**src/rtl/compare_flag_gen_serial.sv**
```systemverilog
// Digit-serial A-B subtractor producing ALU compare flags.
// Ports: clk, rst_n, start, a, b -> busy, valid, diff, a_s, b_s, s_s, eq, ltu.
module compare_flag_gen_serial #(
  parameter int WIDTH = 32,
  parameter int DIGIT = 4
) (
  input  logic             clk,
  input  logic             rst_n,
  input  logic             start,
  input  logic [WIDTH-1:0] a,
  input  logic [WIDTH-1:0] b,
  output logic             busy,
  output logic             valid,
  output logic [WIDTH-1:0] diff,
  output logic             a_s,
  output logic             b_s,
  output logic             s_s,
  output logic             eq,
  output logic             ltu
);

  localparam int N  = WIDTH / DIGIT;
  localparam int CW = (N > 1) ? $clog2(N) : 1;
  localparam logic [CW-1:0] LAST = CW'(N - 1);

  typedef enum logic [1:0] {
    IDLE = 2'd0,
    RUN  = 2'd1,
    DONE = 2'd2
  } state_t;

  state_t state_q, state_d;

  logic [WIDTH-1:0] a_q, a_d;
  logic [WIDTH-1:0] nb_q, nb_d;
  logic [WIDTH-1:0] acc_q, acc_d;
  logic [WIDTH-1:0] diff_q, diff_d;
  logic [CW-1:0]    cnt_q, cnt_d;
  logic             carry_q, carry_d;
  logic             eqacc_q, eqacc_d;
  logic             as_q, as_d;
  logic             bs_q, bs_d;
  logic             ss_q, ss_d;
  logic             eq_q, eq_d;
  logic             ltu_q, ltu_d;

  logic [DIGIT:0]   sum;
  logic [DIGIT-1:0] dig;
  logic             cout;
  logic             dig_z;
  logic [WIDTH-1:0] shifted;

  // One DIGIT-wide adder slice; B is stored inverted so
  // A + ~B + 1 yields A - B across all slices.
  assign sum = {1'b0, a_q[DIGIT-1:0]}
             + {1'b0, nb_q[DIGIT-1:0]}
             + {{DIGIT{1'b0}}, carry_q};
  assign dig   = sum[DIGIT-1:0];
  assign cout  = sum[DIGIT];
  assign dig_z = (dig == '0);

  // New digit enters at the top; after N steps the
  // first (least significant) digit has reached bit 0.
  assign shifted = WIDTH'({dig, acc_q} >> DIGIT);

  always_comb begin
    state_d = state_q;
    a_d     = a_q;
    nb_d    = nb_q;
    acc_d   = acc_q;
    diff_d  = diff_q;
    cnt_d   = cnt_q;
    carry_d = carry_q;
    eqacc_d = eqacc_q;
    as_d    = as_q;
    bs_d    = bs_q;
    ss_d    = ss_q;
    eq_d    = eq_q;
    ltu_d   = ltu_q;
    unique case (state_q)
      IDLE, DONE: begin
        if (start) begin
          a_d     = a;
          nb_d    = ~b;
          acc_d   = '0;
          cnt_d   = '0;
          carry_d = 1'b1;
          eqacc_d = 1'b1;
          as_d    = a[WIDTH-1];
          bs_d    = b[WIDTH-1];
          state_d = RUN;
        end else begin
          state_d = IDLE;
        end
      end
      RUN: begin
        a_d     = a_q >> DIGIT;
        nb_d    = nb_q >> DIGIT;
        acc_d   = shifted;
        carry_d = cout;
        eqacc_d = eqacc_q & dig_z;
        cnt_d   = cnt_q + CW'(1);
        if (cnt_q == LAST) begin
          state_d = DONE;
          diff_d  = shifted;
          ss_d    = shifted[WIDTH-1];
          eq_d    = eqacc_q & dig_z;
          ltu_d   = ~cout;
        end
      end
      default: state_d = IDLE;
    endcase
  end

  always_ff @(posedge clk or negedge rst_n) begin
    if (!rst_n) begin
      state_q <= IDLE;
      a_q     <= '0;
      nb_q    <= '0;
      acc_q   <= '0;
      diff_q  <= '0;
      cnt_q   <= '0;
      carry_q <= 1'b0;
      eqacc_q <= 1'b0;
      as_q    <= 1'b0;
      bs_q    <= 1'b0;
      ss_q    <= 1'b0;
      eq_q    <= 1'b0;
      ltu_q   <= 1'b0;
    end else begin
      state_q <= state_d;
      a_q     <= a_d;
      nb_q    <= nb_d;
      acc_q   <= acc_d;
      diff_q  <= diff_d;
      cnt_q   <= cnt_d;
      carry_q <= carry_d;
      eqacc_q <= eqacc_d;
      as_q    <= as_d;
      bs_q    <= bs_d;
      ss_q    <= ss_d;
      eq_q    <= eq_d;
      ltu_q   <= ltu_d;
    end
  end

  assign busy  = (state_q == RUN);
  assign valid = (state_q == DONE);
  assign diff  = diff_q;
  assign a_s   = as_q;
  assign b_s   = bs_q;
  assign s_s   = ss_q;
  assign eq    = eq_q;
  assign ltu   = ltu_q;

endmodule

```
**config.mk**
```make
export PLATFORM = sky130hd
export DESIGN_NAME = compare_flag_gen_serial
export DESIGN_NICKNAME = d
export VERILOG_FILES = /design/src/rtl/compare_flag_gen_serial.sv
export SDC_FILE = /design/constraint.sdc
export NUM_CORES = 1
export LEC_CHECK = 0
export BUFFER_PORTS_ARGS = -buffer_cell sky130_fd_sc_hd__buf_2
export CAP_MARGIN = 40
export CELL_PAD_IN_SITES_DETAIL_PLACEMENT = 1
export CELL_PAD_IN_SITES_GLOBAL_PLACEMENT = 2
export CORE_MARGIN = 4
export CORE_UTILIZATION = 40
export CTS_BUF_LIST = sky130_fd_sc_hd__clkbuf_2 sky130_fd_sc_hd__clkbuf_4 sky130_fd_sc_hd__clkbuf_8
export CTS_CLUSTER_SIZE = 40
export DETAILED_ROUTE_END_ITERATION = 7
export MAX_ROUTING_LAYER = met4
export PLACE_DENSITY = 0.95
export SLEW_MARGIN = 10
export SYNTH_ARGS = -nofsm -noshare
export SYNTH_HDL_FRONTEND = slang
export SYNTH_SLANG_ARGS = --single-unit
export TNS_END_PERCENT = 50
```
**constraint.sdc**
```tcl
create_clock -name clk -period 2.9 [get_ports clk]
set_input_delay 0.87 -clock clk [delete_from_list [all_inputs] [get_ports clk]]
set_output_delay 0.87 -clock clk [all_outputs]
set_load 0.005 [all_outputs]
```
==> impl_metrics.toml, run 1 <==
[status]
status = "completed"

[yosys]
netlist_area_um2 = 5660
synth_edf_count = 0
ys_ff_latch = 135
post_synth.cell_area_avg_um2 = 10.9
yosys_most_used_dff = "dfrtp_1"
synth_warnings = 0
yosys.cell_types.count = 27
syn_nets = 594
synthArstFlopShare = 1.00
ys_seq_area_frac = 0.597
synthCells = 520

[drt]
first_iter_violations = 268
post-route-drc-count = 0
post_drt_via_cell_ratio = 5.12
antenna_left = 0
avgRoutedWirePerCell_um = 16.4
drtPass1Iterations = 4
drt-total-wl_um = 13200
vias = 4120

[final_layout]
synthToLayoutAreaGrowth_pct = 19.2
instances_no_fill = 805
nNetsFinal = 688
final_common_cell = "dfrtp_1"
layout-drive-gt1-share = 0.288
n_antenna_cell = 0
mostFrequentLayoutCells = "135 x dfrtp_1, 104 x buf_2, 101 x nand2_1"

[floorplan]
die-area_um2 = 16100
rows = 43
die_x_um = 127
start_util = 0.408
ios = 106
die_y_um = 127
core-area_um2 = 13900

[power]
pwr-share-comb = 0.361
p_switching_mw = 2.82
power_frac_seq = 0.422
power_density_nw_per_um2 = 1170
p_leak_nw = 3.33
ir_drop_mv = 0.460
p_sw_frac = 0.358
intPower_mw = 5.05
pwr-share-clk = 0.217

[sta]
hold_viol = 0
rsz0062_at_grt = "no"
final.setup.tns_ps = 0
fmax_mhz = 420
period_share = 0.821
setup_viol = 0
slew_headroom = 0.534
slew_violations = 0
worstMarginPinSlew_ps = 699
finClkSkew_ps = 9.77
min_period_ps = 2380

[global_route]
grt_pass1_vias = 4346
antenna_found_initial = 0
grt_overflow = 0
grt_max_degree = 77
grt_pass1_wl_um = 22300
groute.usage.overall = 0.180

[placed_design]
place.gp.congestion = 0.767
place_hpwl_um = 9090
io_buffer_count = 105
place_inst = 775

[worst_hold_path]
hp-class = "in -> async"

[setup_path]
endpoint_kind = "output port"
worst-path-buf-inv = 2
r2r_setup_slack_ps = 820
critPathTopFamily = "buffers and inverters"
cp_max_fo = 47
cp_cell_sequence = "nand2b_2, inv_6, buf_2"
worstPathRequired_ps = 2030
cp-start-kind = "flip-flop"
path_class = "reg -> out"
max_stage_delay_ps = 380
crit_arrival_ps = 1510
critPathSlowestCell = "dfrtp_1"

[clocking]
insertion_delay_ps = 450
postCtsHoldBufs = 0
path_clk_slew_ps = 70
cts_root_buf = "clkbuf_8"
cts_tree = "done"
cts_sinks = 135
cts_buffers = 17
cts_max_level = 4
ctsResizeCount = 0
post_cts_buffers = 0
clk_path_buf_depth = 2

[flow_run]
cap_viol_max_count = 0
==> power groups by stage <==
stage               clock (mW)  combinational (mW)  sequential, mW
finish                    1.71                2.84            3.32
floorplan                    0                2.11            3.18
CTS                       1.75                2.90            3.33
detailed placement           0                2.88            3.36
global route              1.84                3.25            3.43
global placement             0                2.71            3.30
==> metal layers <==
metal / GRT usage / part of all wire
met2: 0.282 / 0.49
met5: - / 0
met3: 0.0438 / 0.046
met4: 0.0625 / 0.016
met1: 0.229 / 0.45
==> synthesized netlist by cell type, types with 4 or more instances <==
cell type  count  area share
dfrtp_1      135        0.60
nand2_1      101       0.067
nor2_1        59       0.039
o21ai_0       39       0.034
a21oi_1       33       0.029
a22o_1        31       0.048
a31oi_1       27       0.030
mux2_4        25       0.066
buf_2         19       0.017
clkbuf_1      13      0.0086
mux2_2         6       0.012
ha_1           5       0.011
inv_1          5      0.0033
buf_6          4      0.0080
==> state kept, by name, summed over array words and instances (netlist names) <==
signal / cells
a_q: 32
diff: 32
nb_q: 32
acc_q: 28
cnt_q: 3
state_q: 2
a_s: 1
b_s: 1
carry_q: 1
eq: 1
eqacc_q: 1
ltu: 1
==> per-stage QoR <==
| stage | hold WS, ps | utilization | worst slack [ps] | power (mW) | instance area, um^2 |
|---|---|---|---|---|---|
| final | 447 | 0.486 | 520 | 7.86 | 6740 |
| after global placement | 460 | 0.454 | 887 | 6.02 | 6310 |
| after CTS | 456 | 0.486 | 486 | 7.99 | 6740 |
| after detailed placement | 465 | 0.454 | 827 | 6.24 | 6310 |
| after global routing | 476 | 0.486 | 424 | 8.52 | 6740 |
| after floorplan | 447 | - | 1070 | 5.30 | 5660 |
==> final timing paths <==
path / from / endpoint / cells past startpoint
setup reg to reg: state_q[1] / acc_q[31] / 6
max in group asynchronous: rst_n / diff[29] / 2
setup / recovery: state_q[1] / busy / 3
hold reg to reg: diff[30] / diff[30] / 2
hold / removal: rst_n / diff[17] / 1
min in group clk: diff[30] / diff[30] / 2
==> cells by family after synthesis <==
family,after synthesis,share of synthesized area
xor gates and xnor gates,2,0.00310
and+or+nand+nor,167,0.115
adders and majority gates,7,0.0181
DFF,135,0.597
muxes,32,0.0801
buffers and inverters,44,0.0409
AOI/OAI and AO/OA,133,0.145
==> cell type report <==
class	instances	area, um^2
Tap cell	180	225
Multi-Input combinational cell	341	2060
Sequential cell	135	3380
Fill cell	1584	7140
Timing Repair Buffer	113	617
Inverter	6	27.5
Clock buffer	19	262
Clock inverter	11	174
Note: power is estimated with default switching activity, not from simulation.
==> inputs of run 2 (changes only) <==
--- a/config.mk
+++ b/config.mk
@@ -10,12 +10,12 @@
 export CELL_PAD_IN_SITES_DETAIL_PLACEMENT = 1
 export CELL_PAD_IN_SITES_GLOBAL_PLACEMENT = 2
 export CORE_MARGIN = 4
-export CORE_UTILIZATION = 40
+export CORE_UTILIZATION = 37
 export CTS_BUF_LIST = sky130_fd_sc_hd__clkbuf_2 sky130_fd_sc_hd__clkbuf_4 sky130_fd_sc_hd__clkbuf_8
 export CTS_CLUSTER_SIZE = 40
 export DETAILED_ROUTE_END_ITERATION = 7
 export MAX_ROUTING_LAYER = met4
-export PLACE_DENSITY = 0.95
+export PLACE_DENSITY = 0.92
 export SLEW_MARGIN = 10
 export SYNTH_ARGS = -nofsm -noshare
 export SYNTH_HDL_FRONTEND = slang
==> constraint.sdc (replaced) <==
create_clock -name clk -period 2.5 [get_ports clk]
set_input_delay 0.75 -clock clk [delete_from_list [all_inputs] [get_ports clk]]
set_output_delay 0.75 -clock clk [all_outputs]
set_load 0.005 [all_outputs]
==> impl_metrics.toml, run 2 (synthesis results as in run 1) <==
[floorplan]
core-area_um2 = 14800
rows = 44
die_y_um = 132
die_x_um = 132
start_util = 0.383
ios = 106
die-area_um2 = 17300

[final_layout]
nNetsFinal = 690
layout-drive-gt1-share = 0.291
synthToLayoutAreaGrowth_pct = 18.2
final_common_cell = "dfrtp_1"
ff_latch_area_um2 = 3380
n_antenna_cell = 0
nFillCells = 1671
multi_input_area_um2 = 2060
mostFrequentLayoutCells = "135 x dfrtp_1, 104 x buf_2, 101 x nand2_1"
post-route-util = 0.453

[power]
pwr-share-clk = 0.177
ir_drop_mv = 0.585
p_sw_frac = 0.369
power_frac_seq = 0.439
power_density_nw_per_um2 = 1310
p_switching_mw = 3.22
p_total_mw = 8.74
intPower_mw = 5.52
p_leak_nw = 3.32
pwr-share-comb = 0.383

[sta]
hold_viol = 0
final.setup.tns_ps = 0
finClkSkew_ps = 9.08
worstMarginPinSlew_ps = 553
min_period_ps = 2210
setup_viol = 0
rsz0062_at_grt = "no"
worst_slack_ps = 290
fmax_mhz = 452
slew_headroom = 0.631
slew_violations = 0
period_share = 0.884

[clocking]
clk_path_buf_depth = 2
insertion_delay_ps = 430
post_cts_buffers = 0
cts_tree = "done"
ctsResizeCount = 0
cts_sinks = 135
postCtsHoldBufs = 0
cts_max_level = 4
cts_buffers = 17
cts_root_buf = "clkbuf_8"
path_clk_slew_ps = 70

[drt]
drt-total-wl_um = 13300
drtPass1Iterations = 4
vias = 4142
post_drt_via_cell_ratio = 5.10
post-route-drc-count = 0
antenna_left = 0
avgRoutedWirePerCell_um = 16.4
first_iter_violations = 210

[setup_path]
worstPathRequired_ps = 1750
endpoint_kind = "output port"
cp-start-kind = "flip-flop"
crit_arrival_ps = 1460
path_class = "reg -> out"
reg2regPathDepth = 7
endpoint = "busy"
r2r_setup_slack_ps = 540
crit_start = "state_q[0]"
cp_max_fo = 46
rr_endpoint = "eqacc_q"
regToRegStartpoint = "a_q[0]"

[placed_design]
place.gp.congestion = 0.807
dp_slack_ps = 531
place_hpwl_um = 9330
io_buffer_count = 105

[global_route]
grt_max_degree = 61
grt_overflow = 0
grt_pass1_vias = 4520
groute.usage.overall = 0.166
antenna_found_initial = 0
grt_pass1_wl_um = 22700

[status]
status = "completed"

[worst_hold_path]
hp-class = "in -> async"

[flow_run]
cap_viol_max_count = 0
[run 2: cell types whose count changed in the layout (fill, tap and decap cells not counted), sizes merged]
cell,change
buf,+2
bufinv,-4
inv,-1
clkbuf,+2
clkinvlp,-1
clkinv,+5
[run 2: worst min path at each step]
stage / cells past startpoint / slack [ps] / endpoint
after floorplan: 0 / 450 / a_q[0]
after global placement: 2 / 460 / b_s
after detailed placement: 2 / 470 / a_s
after CTS: 1 / 250 / acc_q[24]
after global routing: 1 / 260 / acc_q[24]
final: 1 / 260 / acc_q[24]
[run 2: layout make-up]
type	count	share of cell area
sequential	135	0.505
multi-input combinational	341	0.308
timing repair buffer	115	0.0982
clock buffer	21	0.0423
tap	184	0.0344
clock inverter	10	0.00823
inverter	6	0.00412
[run 2: layer usage]
metal  track usage  up-vias  wire [um]
li1              -     1968          -
met1         0.206     2045       5910
met2         0.260      107       6420
met3        0.0428       22        649
met4        0.0665        0        343
met5             -        -          0
[run 2: worst max-delay path: stages (launching register included)]
cell and delay (ps):
dfrtp_1 460, nand2b_2 130, inv_6 250, buf_2 180
[run 2: metrics by stage]
step | cells | hold slack (ps) | cell area [um^2]
2_1_floorplan | 520 | 447 | 5660
3_3_place_gp | 781 | 460 | 6350
3_5_place_dp | 781 | 471 | 6350
4_1_cts | 812 | 248 | 6690
5_1_grt | 812 | 263 | 6690
6_report | 812 | 261 | 6690
[run 2: power by group through the flow]
| stage | logic [mW] | clock network (mW) | registers [mW] |
|---|---|---|---|
| global placement | 3.22 | 0 | 3.82 |
| detailed placement | 3.40 | 0 | 3.88 |
| finish | 3.35 | 1.55 | 3.84 |
| floorplan | 2.45 | 0 | 3.69 |
| CTS | 3.43 | 1.61 | 3.85 |
| global route | 3.79 | 1.72 | 3.98 |
